===== src/rtl/count_sequencer.sv =====
// count_sequencer: run controller for the T-flip-flop counter chain.
// Produces a prescaled one-cycle count-enable (En), holds the count (Q) and
// runs an IDLE/RUN/PAUSE/DONE state machine against a live terminal value.
//
// Optional build macro: COUNT_SEQ_AUTO_RELOAD_EN
//   undefined (default): the terminating tick parks the machine in DONE until
//                        Start or Clr.
//   defined            : the terminating tick reloads Q=0, stays in RUN and
//                        pulses Done for one cycle.
//
// A pause only costs the cycles in which Pause is sampled high: the cycle in
// which the machine leaves PAUSE already advances the prescaler (and may
// tick), so the prescaler phase carries straight across the pause.
module count_sequencer #(
    parameter int WIDTH    = 8,
    parameter int PRESCALE = 4
) (
    input  logic             Clk,
    input  logic             Clr,
    input  logic             Start,
    input  logic             Pause,
    input  logic [WIDTH-1:0] Term,
    output logic             En,
    output logic [WIDTH-1:0] Q,
    output logic [1:0]       State,
    output logic             Busy,
    output logic             Done
);

    localparam int PS_W = (PRESCALE > 1) ? $clog2(PRESCALE) : 1;
    localparam logic [PS_W-1:0] PRE_LAST = PS_W'(PRESCALE - 1);

    generate
        if (PRESCALE < 1) begin : g_bad_prescale
            $error("count_sequencer: PRESCALE must be 1 or more");
        end
    endgenerate

    typedef enum logic [1:0] {
        IDLE  = 2'd0,
        RUN   = 2'd1,
        PAUSE = 2'd2,
        DONE  = 2'd3
    } state_t;

    state_t            state_r;
    state_t            state_next_s;
    logic [WIDTH-1:0]  q_r;
    logic [WIDTH-1:0]  q_next_s;
    logic [WIDTH-1:0]  q_plus1_s;
    logic [PS_W-1:0]   pre_r;
    logic [PS_W-1:0]   pre_next_s;
    logic              busy_r;
    logic              busy_next_s;
    logic              done_r;
    logic              done_next_s;
    logic              tick_s;
    logic              hit_s;

    // Next-state, next-count, prescaler and tick decode from registered state.
    always_comb begin
        state_next_s = state_r;
        q_next_s     = q_r;
        pre_next_s   = pre_r;
        tick_s       = 1'b0;
        hit_s        = 1'b0;
        q_plus1_s    = q_r + WIDTH'(1);

        case (state_r)
            IDLE, DONE: begin
                // Pause is ignored here; Start (re)launches a run.
                if (Start) begin
                    q_next_s   = '0;
                    pre_next_s = '0;
                    if (Term != '0) begin
                        state_next_s = RUN;
                    end else begin
                        state_next_s = DONE;
                    end
                end else begin
                    state_next_s = state_r;
                end
            end
            RUN, PAUSE: begin
                // Start is ignored while a run is in progress.
                if (Pause) begin
                    state_next_s = PAUSE;
                end else begin
                    state_next_s = RUN;
                    if (pre_r == PRE_LAST) begin
                        tick_s     = 1'b1;
                        pre_next_s = '0;
                        q_next_s   = q_plus1_s;
                        if (q_plus1_s == Term) begin
                            hit_s = 1'b1;
`ifdef COUNT_SEQ_AUTO_RELOAD_EN
                            q_next_s = '0;
`else
                            state_next_s = DONE;
`endif
                        end else begin
                            hit_s = 1'b0;
                        end
                    end else begin
                        pre_next_s = pre_r + PS_W'(1);
                    end
                end
            end
            default: begin
                state_next_s = IDLE;
                q_next_s     = '0;
                pre_next_s   = '0;
            end
        endcase

        busy_next_s = (state_next_s == RUN) || (state_next_s == PAUSE);
`ifdef COUNT_SEQ_AUTO_RELOAD_EN
        done_next_s = (state_next_s == DONE) || hit_s;
`else
        done_next_s = (state_next_s == DONE);
`endif
    end

    // State, count, prescaler and registered status outputs; Clr has priority.
    always_ff @(posedge Clk) begin
        if (Clr) begin
            state_r <= IDLE;
            q_r     <= '0;
            pre_r   <= '0;
            busy_r  <= 1'b0;
            done_r  <= 1'b0;
        end else begin
            state_r <= state_next_s;
            q_r     <= q_next_s;
            pre_r   <= pre_next_s;
            busy_r  <= busy_next_s;
            done_r  <= done_next_s;
        end
    end

    assign En    = tick_s;
    assign Q     = q_r;
    assign State = state_r;
    assign Busy  = busy_r;
    assign Done  = done_r;

endmodule


===== config.mk =====
export PLATFORM = sky130hd
export DESIGN_NAME = count_sequencer
export DESIGN_NICKNAME = d
export VERILOG_FILES = /design/src/rtl/count_sequencer.sv
export SDC_FILE = /design/constraint.sdc
export NUM_CORES = 1
export LEC_CHECK = 0
export ABC_AREA = 1
export BUFFER_PORTS_ARGS = -buffer_cell sky130_fd_sc_hd__buf_2
export CORE_UTILIZATION = 50
export DETAILED_ROUTE_END_ITERATION = 12
export HOLD_SLACK_MARGIN = 0.08
export PLACE_DENSITY = 0.83
export SETUP_SLACK_MARGIN = 0.1
export SLEW_MARGIN = 40
export SYNTH_ARGS = -nofsm -noshare
export SYNTH_HDL_FRONTEND = slang
export SYNTH_SLANG_ARGS = --single-unit

===== constraint.sdc =====
create_clock -name Clk -period 1.9 [get_ports Clk]
set_input_delay 0.19 -clock Clk [delete_from_list [all_inputs] [get_ports Clk]]
set_output_delay 0.19 -clock Clk [all_outputs]
set_load 0.1 [all_outputs]

* Word level (Yosys, flattened, before mapping)
Index checks and enable logic that the tools add are counted.
Operators by class: add/subtract/negate cells 2, eq/ne operators 11, mux-type cells 17, reduce and logical (&&, ||, !) cells 7
Operators by type and width (count):
- $mux 8 | 3
- $mux 2 | 8
- $pmux 8 s2 | 1
- $eq 2x2->1 const B | 5
- $add 8x1->8 const B | 1
- $eq 8x8->1 | 1
- $pmux 2 s2 | 2
- $reduce_bool 8->1 | 1
- $ne 2x2->1 const B | 3
- $eq 2x1->1 const B | 2
- $reduce_or 2->1 | 2
- $mux 1 | 3
- $reduce_and 3->1 | 1
- $add 2x1->2 const B | 1
- $logic_not 2->1 | 1
- $reduce_and 2->1 | 1
- $logic_or 1x1->1 | 1
Storage, ports and cells: bits in registers 14, input bits 12, output and inout port bits 13, word-level logic and storage cells 42

* Longest topological paths before layout
Gate-level depths: netlist (run 1).
word-level depth 8, gate-level depth with buffers 14, mapped depth without buffers 14

* Worst setup path before layout (run 1)
No wires, ideal clock.
kind register to register, start point reg state_r[1] (netlist: State[1]), end point reg q_r[0] (netlist: Q[0]), setup time 168 ps, arrival 2516 ps, required time 1732 ps, slack -784 ps, cell stages (with the launch flop) 10, buffers on the path 0, period minus slack after synthesis 2684 ps, path through dfxtp_1 > inv_1 > nand2_1 > nand2_1 > inv_1 > nor2_1 > nand2_1 > clkinv_1 > nor2_1 > a211oi_1
On the way: cells in the longest elaborated chain, start to end 4, elaborated cells between the ends (all ways) 11, those cells by class 6 x eq/ne; 1 x mux; 4 x reduce/logical
Ends and longest elaborated chain:
- start, declared | line 46 | state_t state_r;
- start signal, assigned | line 133 | state_r <= state_next_s;
- $eq 2x1->1, or another cell as far along | line 69 | case (state_r)
- $reduce_or 2->1 | line 69
- $ne 2x2->1 (no source line)
- $reduce_and 3->1 (no source line)
- end signal, assigned | line 134 | q_r <= q_next_s;
- end, declared | line 48 | logic [WIDTH-1:0] q_r;
Parallel ways exist; a longest one is shown, timed or not. A chain may end at the register's enable or synchronous reset.

* Final worst setup path (run 1)
start point reg state_r[1] (netlist: State[1]), end point out En
On the way: cells in the longest elaborated chain, start to end 3, elaborated cells between the ends (all ways) 4, those cells by class 2 x eq/ne; 1 x mux; 1 x reduce/logical
Ends and longest elaborated chain:
- $eq 2x1->1 or $eq 2x2->1 (tied branches) | line 69
- $reduce_or 2->1 (*) | line 69
- $mux 1 (*) | line 69
- end, declared | line 23 | output logic En,
Every way passes the cells marked *; elsewhere a longest branch is shown, timed or not.

==> reports/metrics.csv, run 1 <==
metric,value,unit
drt-total-wl,2240,um
relSlewSlack,67.8,%
seqPwrFrac,44.9,%
clock_power_share,33.5,%
vias,1049,
drc,0,
swShare,33.3,%
hp-start,Pause,
yosys_warnings,0,
dp_hpwl,1630,um
ir_drop,539,uV
first_pass_iters,4,
clock_sinks,14,
drt_iter0_drc,37,
grt_use_total,23.8,%
chipWidth,44.8,um
final_common_cell,nand2_1,
grt_antenna_before_repair,0,
synth-seq-area-share,30.6,%
path_clk_slew,90,ps
synth_compound_gate_area_share,10.5,%
synth_cell_types,18,
dp_slack,247,ps
cp.arrival,1490,ps
fin_skew,2.93,ps
final_antenna_net_count,0,
portBuffers,24,
netSwitchingPower,221,uW
numCtsBuffers,3,
grt_pass1_vias,909,
startpoint_type,register,
synthAdderAreaFrac,4.10,%
p_int,444,uW
power_density,559,nW/um2
finalHoldViolations,0,
rows,15,
routabilityCongestion,0.834,
crit_type,register to output port,
reg2reg_to,Busy,
initial_core_util,53.0,%
p_leak,0.000551,uW
r2r_setup_slack,220,ps
dieArea,2000,um2
overflow,0,
finalCritPeriodShare,88.3,%
worstPathRequired,1710,ps
core_region_area,1730,um2
grt_pass1_wl,3540,um
num_antenna_cells,0,
fmaxAchievable,596,MHz
final_cell_mix,"nand2_1, inv_1, buf_2, nand3_1, nor2_1",
viasPerCell,5.17,
routedWlPerCell,11.0,um
min_period,1680,ps
cp_max_fo,5,
grt_max_degree,15,
ff2ff_path_depth,12,
p_comb_share,21.6,%
worstMarginPinSlew,486,ps
holdPathStages,4,
die_h,44.8,um
syn_area_per_cell,6.14,um2
synth_top_family_by_area,simple AND/OR/NAND/NOR gates,
netlist_area,915,um2
cts_max_path_buffers,2,
layout_setup_ws,223,ps
nFillCells,156,
setup_tns,0,ps
rsz0062_at_grt,yes,
h-tree-depth,1,
max_cap_viol_count,0,
synth_simple_gate_area_share,44.5,%
slew_viol_final,0,
hold_path.class,input port to register,
r2r_start,Q[1],
worstHoldEndpoint,pre_r[1],
status,completed,
syn_inst,149,
areaGrowthSynthToFinish,30.2,%
ioPinCount,25,
cts_tree,yes,
root_buffer,clkbuf_4,
setup_viol,0,
drive_gt1_share,26.4,%
final_nets,194,
synth-seq-cells,14,
synth_xor_area_share,0,%
crit_path_end_kind,output port,
synth_fp_nets,164,
synthMuxAreaShare,0,%
clock_latency,280,ps
[power by group through the flow]
stage	clock (uW)	sequential (uW)	combinational, uW
global placement	0	305	141
floorplan	0	360	51.7
detailed placement	0	305	144
CTS	227	299	144
finish	223	299	144
global route	239	300	157
[worst max-delay path, stage by stage (launching register included)]
cell,delay (ps)
dfxtp_4,360
inv_1,50
nand2_1,40
nand2_1,120
inv_1,90
nor2_1,140
nand2_1,120
inv_4,100
buf_12,170
[worst max-delay path by stage]
stage	from	end	slack (ps)	cells after the start
final	State[1]	En	220	8
after global routing	Q[1]	Busy	80	13
after CTS	State[1]	En	160	8
after detailed placement	Q[0]	Busy	250	12
after global placement	Q[0]	Busy	270	12
after floorplan	Q[0]	Busy	90	12
[layout make-up]
class                      instances  area (um2)  area share, %
clock buffer                       4        36.3           3.05
inverter                          24        92.6           7.77
multi-input combinational        110         566           47.5
sequential                        14         315           26.5
tap                               25        31.3           2.63
timing repair buffer              26         150           12.6
[registers in the layout, summed over array words and instances (netlist names)]
signal and flops:
Busy 1, Done 1, Q 8, State 2
pre_r 2
[Yosys cell counts (all sizes together)]
cell type  count  area, um2
ha             3       37.5
nand2         47        176
clkinv         1       3.75
clkbuf         1       3.75
dfxtp         14        280
nand3         19       95.1
a21oi         10       50.1
inv           23       86.3
nand3b         3       22.5
nor4           2       12.5
o21ai          2       10.0
a31oi          1       6.26
nor2          15       71.3
a211oi         1       7.51
nand4          3       18.8
o21bai         2       22.5
nor3           2       10.0
[per-stage QoR]
step	cell area [um2]	hold slack [ps]	std cells	total power, uW	util [%]
2_1_floorplan	968	252	149	411	-
5_1_grt	1190	222	203	696	69.0
3_3_place_gp	1130	455	197	446	65.5
6_report	1190	209	203	665	69.0
3_5_place_dp	1130	456	197	449	65.5
4_1_cts	1170	203	201	670	67.6
[per-layer routing]
layer | GRT usage (%) | part of all wire [%] | vias up
met5 | 0 | 0 | -
met4 | 15.2 | 3.6 | 0
met3 | 3.20 | 6.5 | 12
met2 | 39.4 | 49 | 46
met1 | 29.0 | 41 | 453
li1 | - | - | 538
[cells by family (layout without fill, tap and decap cells)]
family          Yosys count  in the layout
compound gates           16             16
simple gates             91             91
buf+inv                  25             54
fa+ha+maj                 3              3
flops                    14             14
[repair_timing]
action / in CTS / in global routing
setup endpoints to repair: 0 / 2
gates resized for setup: 0 / 2
hold buffers: 0 / 0
setup buffers: 0 / 2
No activity file was read; power rests on OpenSTA's default activity.
==> run 2, diff against run 1 <==
--- a/config.mk
+++ b/config.mk
@@ -12,4 +12,5 @@
 export HOLD_SLACK_MARGIN = 0.08
 export PLACE_DENSITY = 0.83
+export REMOVE_ABC_BUFFERS = 1
 export SETUP_SLACK_MARGIN = 0.1
 export SLEW_MARGIN = 40
==> constraint.sdc (replaced) <==
create_clock -name Clk -period 1.9 [get_ports Clk]
set_input_delay 0.19 -clock Clk [delete_from_list [all_inputs] [get_ports Clk]]
set_output_delay 0.19 -clock Clk [all_outputs]
set_load 0.02 [all_outputs]
==> reports/metrics.csv, run 2 (same netlist as run 1, synthesis figures left out) <==
metric,value,unit
status,completed,
first_pass_iters,4,
grt_max_degree,15,
portBuffers,24,
r2r_setup_slack,210,ps
clock_sinks,14,
crit_path_end_kind,register,
final_cells,207,
grt_pass1_vias,877,
final_nets,198,
rsz0062_at_grt,yes,
final_cell_mix,"nand2_1, inv_1, buf_2, nand3_1, nor2_1",
fin_skew,3.15,ps
drc,0,
setup_viol,0,
grt_use_total,24.1,%
reg2reg_to,Busy,
cp.arrival,1860,ps
drt_iter0_drc,55,
numCtsBuffers,3,
p_leak,0.000569,uW
path_clk_slew,90,ps
worstMarginPinSlew,307,ps
grt_pass1_wl,3570,um
die_h,44.8,um
nFillCells,161,
finalHoldViolations,0,
vias,1087,
viasPerCell,5.25,
hold_path.class,input port to register,
grt_antenna_before_repair,0,
drt-total-wl,2300,um
chipWidth,44.8,um
final_common_cell,nand2_1,
h-tree-depth,1,
overflow,0,
max_cap_viol_count,0,
min_period,1690,ps
holdBufCountCts,0,
timing.hold.ws,196,ps
ff2ff_path_depth,12,
cts_max_path_buffers,2,
rows,15,
num_antenna_cells,0,
startpoint_type,register,
relSlewSlack,79.3,%
ir_drop,443,uV
largest_reg_flops,8,
cts_tree,yes,
crit_type,register to register,
routabilityCongestion,0.868,
critPathCapture,Busy,
final_antenna_net_count,0,
fmaxAchievable,593,MHz
ioPinCount,25,
core_region_area,1730,um2
areaGrowthSynthToFinish,31.1,%
power_density,526,nW/um2
drive_gt1_share,30.2,%
routedWlPerCell,11.1,um
slew_viol_final,0,
dieArea,2000,um2
finalCritPeriodShare,88.8,%
clock_latency,280,ps
worstPathRequired,2070,ps
initial_core_util,53.0,%
root_buffer,clkbuf_4,
dp_hpwl,1660,um
dp.cells,199,
setup_tns,0,ps
r2r_start,Q[1],
crit_path_start,Q[1],
cp_max_fo,4,
## run 2: cell count changes in the layout (fill, tap and decap cells not counted), moves of 2 or more
cell     before  now
dfxtp_2       1    9
buf_4         2    5
dfxtp_4       9    0
nand2_1      47   44
buf_6         0    2
nand2_2       0    3
## run 2: area by class of cell
cell class	count	area [um2]	share of cell area, %
inverter	24	91.3	7.62
multi-input combinational	110	573	47.8
timing repair buffer	30	175	14.6
sequential	14	292	24.3
tap	25	31.3	2.61
clock buffer	4	36.3	3.03
## run 2: worst min path at each step
stage | startpoint | end | slack [ps] | cells past startpoint
after floorplan | Clr | Q[1] | 260 | 1
after global placement | pre_r[1] | pre_r[1] | 450 | 2
after detailed placement | pre_r[1] | pre_r[1] | 470 | 2
after CTS | Pause | pre_r[1] | 190 | 4
after global routing | Pause | pre_r[1] | 230 | 4
final | Pause | pre_r[1] | 200 | 4
## run 2: per-layer routing
metal | vias to the layer above | global-route usage [%] | wire length [um]
met4 | 0 | 9.09 | 29
met2 | 37 | 38.8 | 1080
li1 | 550 | - | -
met1 | 496 | 33.3 | 1050
met3 | 4 | 2.40 | 142
met5 | - | 0 | 0
## run 2: repair_timing
action	4_1_cts	5_1_grt
pin swaps	0	5
setup endpoints to repair	1	3
setup buffers	0	4
gates cloned	0	0
gates resized for setup	1	20
## run 2: through the flow
stage	setup slack, ps	total power, uW	cell area [um2]	utilization [%]
floorplan	60.0	374	911	-
global placement	195	410	1080	62.4
detailed placement	149	413	1080	62.4
CTS	130	634	1110	64.6
global route	65.4	667	1200	69.4
finish	213	631	1200	69.4
## run 2: critical path, stage by stage (launching register included)
cell and delay [ps]:
dfxtp_2 370, ha_4 160, nand3_2 100, o21bai_2 200, nand2_1 70, nand2_1 50, nand2_1 50, nor2_2 120
nand3_2 80, nand2_1 70, ha_1 220, inv_1 60, nor2_1 30
## run 2: power breakdown
part           internal [uW]  total (uW)  switching (uW)
clock                    117         222             106
sequential               304         310            6.51
combinational           35.6        98.4            62.8
==> run 3, diff against run 2 <==
Settings changed: CELL_PAD_IN_SITES_DETAIL_PLACEMENT from default to 1, CELL_PAD_IN_SITES_GLOBAL_PLACEMENT from default to 1, CORE_UTILIZATION 50 to 36, CTS_BUF_LIST from default to sky130_fd_sc_hd__clkbuf_8, PLACE_DENSITY 0.83 to 0.87, REMOVE_ABC_BUFFERS 1 to default.
==> reports/metrics.csv, run 3 (same netlist as run 1, synthesis figures left out) <==
metric,value,unit
initial_core_util,39.8,%
drt_iter0_drc,15,
grt_antenna_before_repair,0,
numCtsBuffers,3,
final_antenna_net_count,0,
clock_sinks,14,
num_antenna_cells,0,
ioPinCount,25,
critPathMaxStageDelay,370,ps
finalCritPeriodShare,99.2,%
grt_max_degree,15,
h-tree-depth,1,
startpoint_type,register,
areaGrowthSynthToFinish,37.8,%
crit_path_end_kind,register,
largest_reg_flops,8,
max_cap_viol_count,0,
grt_pass1_vias,1011,
worstPathRequired,2030,ps
cts_tree,yes,
path_clk_slew,60,ps
rows,17,
cts_max_path_buffers,2,
drt-total-wl,3090,um
timing.hold.ws,254,ps
dieArea,2750,um2
cp_max_fo,4,
grt_use_total,21.7,%
dp.cells,201,
portBuffers,24,
final_cell_mix,"nand2_1, buf_2, inv_1, nand3_1, nor2_1",
core_region_area,2300,um2
grt_pass1_wl,4350,um
setup_tns,0,ps
final_nets,199,
min_period,1890,ps
drive_gt1_share,35.2,%
die_h,52.4,um
p_leak,0.000577,uW
fmaxAchievable,530,MHz
root_buffer,clkbuf_8,
first_pass_iters,4,
finalHoldViolations,0,
slew_viol_final,0,
crit_chain,"buf_4, nand4_1, o21bai_2, nand2_1, nand2_1, nand2_1, nand3_2, nand2_1, ha_1, inv_1, nor2_1",
vias,1111,
crit_path_frequent_cell,nand2_1,
final_common_cell,nand2_1,
crit_type,register to register,
clock_latency,240,ps
chipWidth,52.4,um
viasPerCell,5.29,
hold_path.class,input port to register,
slowest_stage,dfxtp_4,
utilization,54.8,%
power_density,522,nW/um2
overflow,0,
routabilityCongestion,0.796,
relSlewSlack,76.1,%
status,completed,
dp_hpwl,2060,um
drc,0,
ir_drop,449,uV
routedWlPerCell,14.7,um
fin_skew,3.08,ps
rsz0062_at_grt,yes,
power,658,uW
worstMarginPinSlew,355,ps
final_cells,210,
setup_viol,0,
cp.arrival,2010,ps
-- run 3: cell types whose count changed in the layout (fill, tap and decap cells not counted), sizes merged --
cell	change
clkinv	-1
buf	+1
inv	+1
clkbuf	-1
-- run 3: area by class of cell --
type,instances,area [um2]
multi-input cells,110,616
fillers,324,1040
repair buffers,31,176
well taps,28,35.0
inverters,24,92.6
clock buffers,3,41.3
flip-flops and latches,14,299
-- run 3: repair_timing --
item,CTS,global route
buffers inserted,0,6
hold buffers,0,0
resized for setup,2,31
setup endpoints to repair,2,3
pin swaps,0,12
-- run 3: path summary, 6_finish.rpt --
kind         startpoint  endpoint  slack, ps  depth (start not counted)
min reg2reg    pre_r[1]  pre_r[1]        470                          2
max                Q[0]      Busy         10                         11
max reg2reg        Q[0]      Busy         10                         11
min               Pause  pre_r[1]        250                          4
-- run 3: worst max-delay path, delay by kind of cell (launching register included) --
kind                       cells  cell delay (ps)
AOI/OAI and AO/OA              1              250
adders and majority gates      1              300
and+or+nand+nor                7              660
DFF                            1              370
buffers and inverters          2              180
-- run 3: metrics by stage --
stage	cell area, um2	setup slack (ps)
global placement	1080	99.1
finish	1260	14.9
global route	1260	-63.3
detailed placement	1080	40.7
CTS	1120	55.5
floorplan	917	179
-- run 3: power by group --
| group | switching [uW] | internal [uW] | total (uW) | leakage [uW] |
|---|---|---|---|---|
| Sequential | 7.52 | 299 | 306 | 0.000118 |
| Clock | 106 | 140 | 246 | 0.0000216 |
| Combinational | 69.5 | 36.1 | 106 | 0.000438 |
| Total | 183 | 475 | 658 | 0.000577 |
-- run 3: layer usage --
layer  vias up  track usage (%)  share of wire [%]
met3         8             4.35                4.0
li1        544                -                  -
met4         0             3.95                2.1
met1       527             24.3                 41
met2        32             41.6                 52
met5         -                0                  0
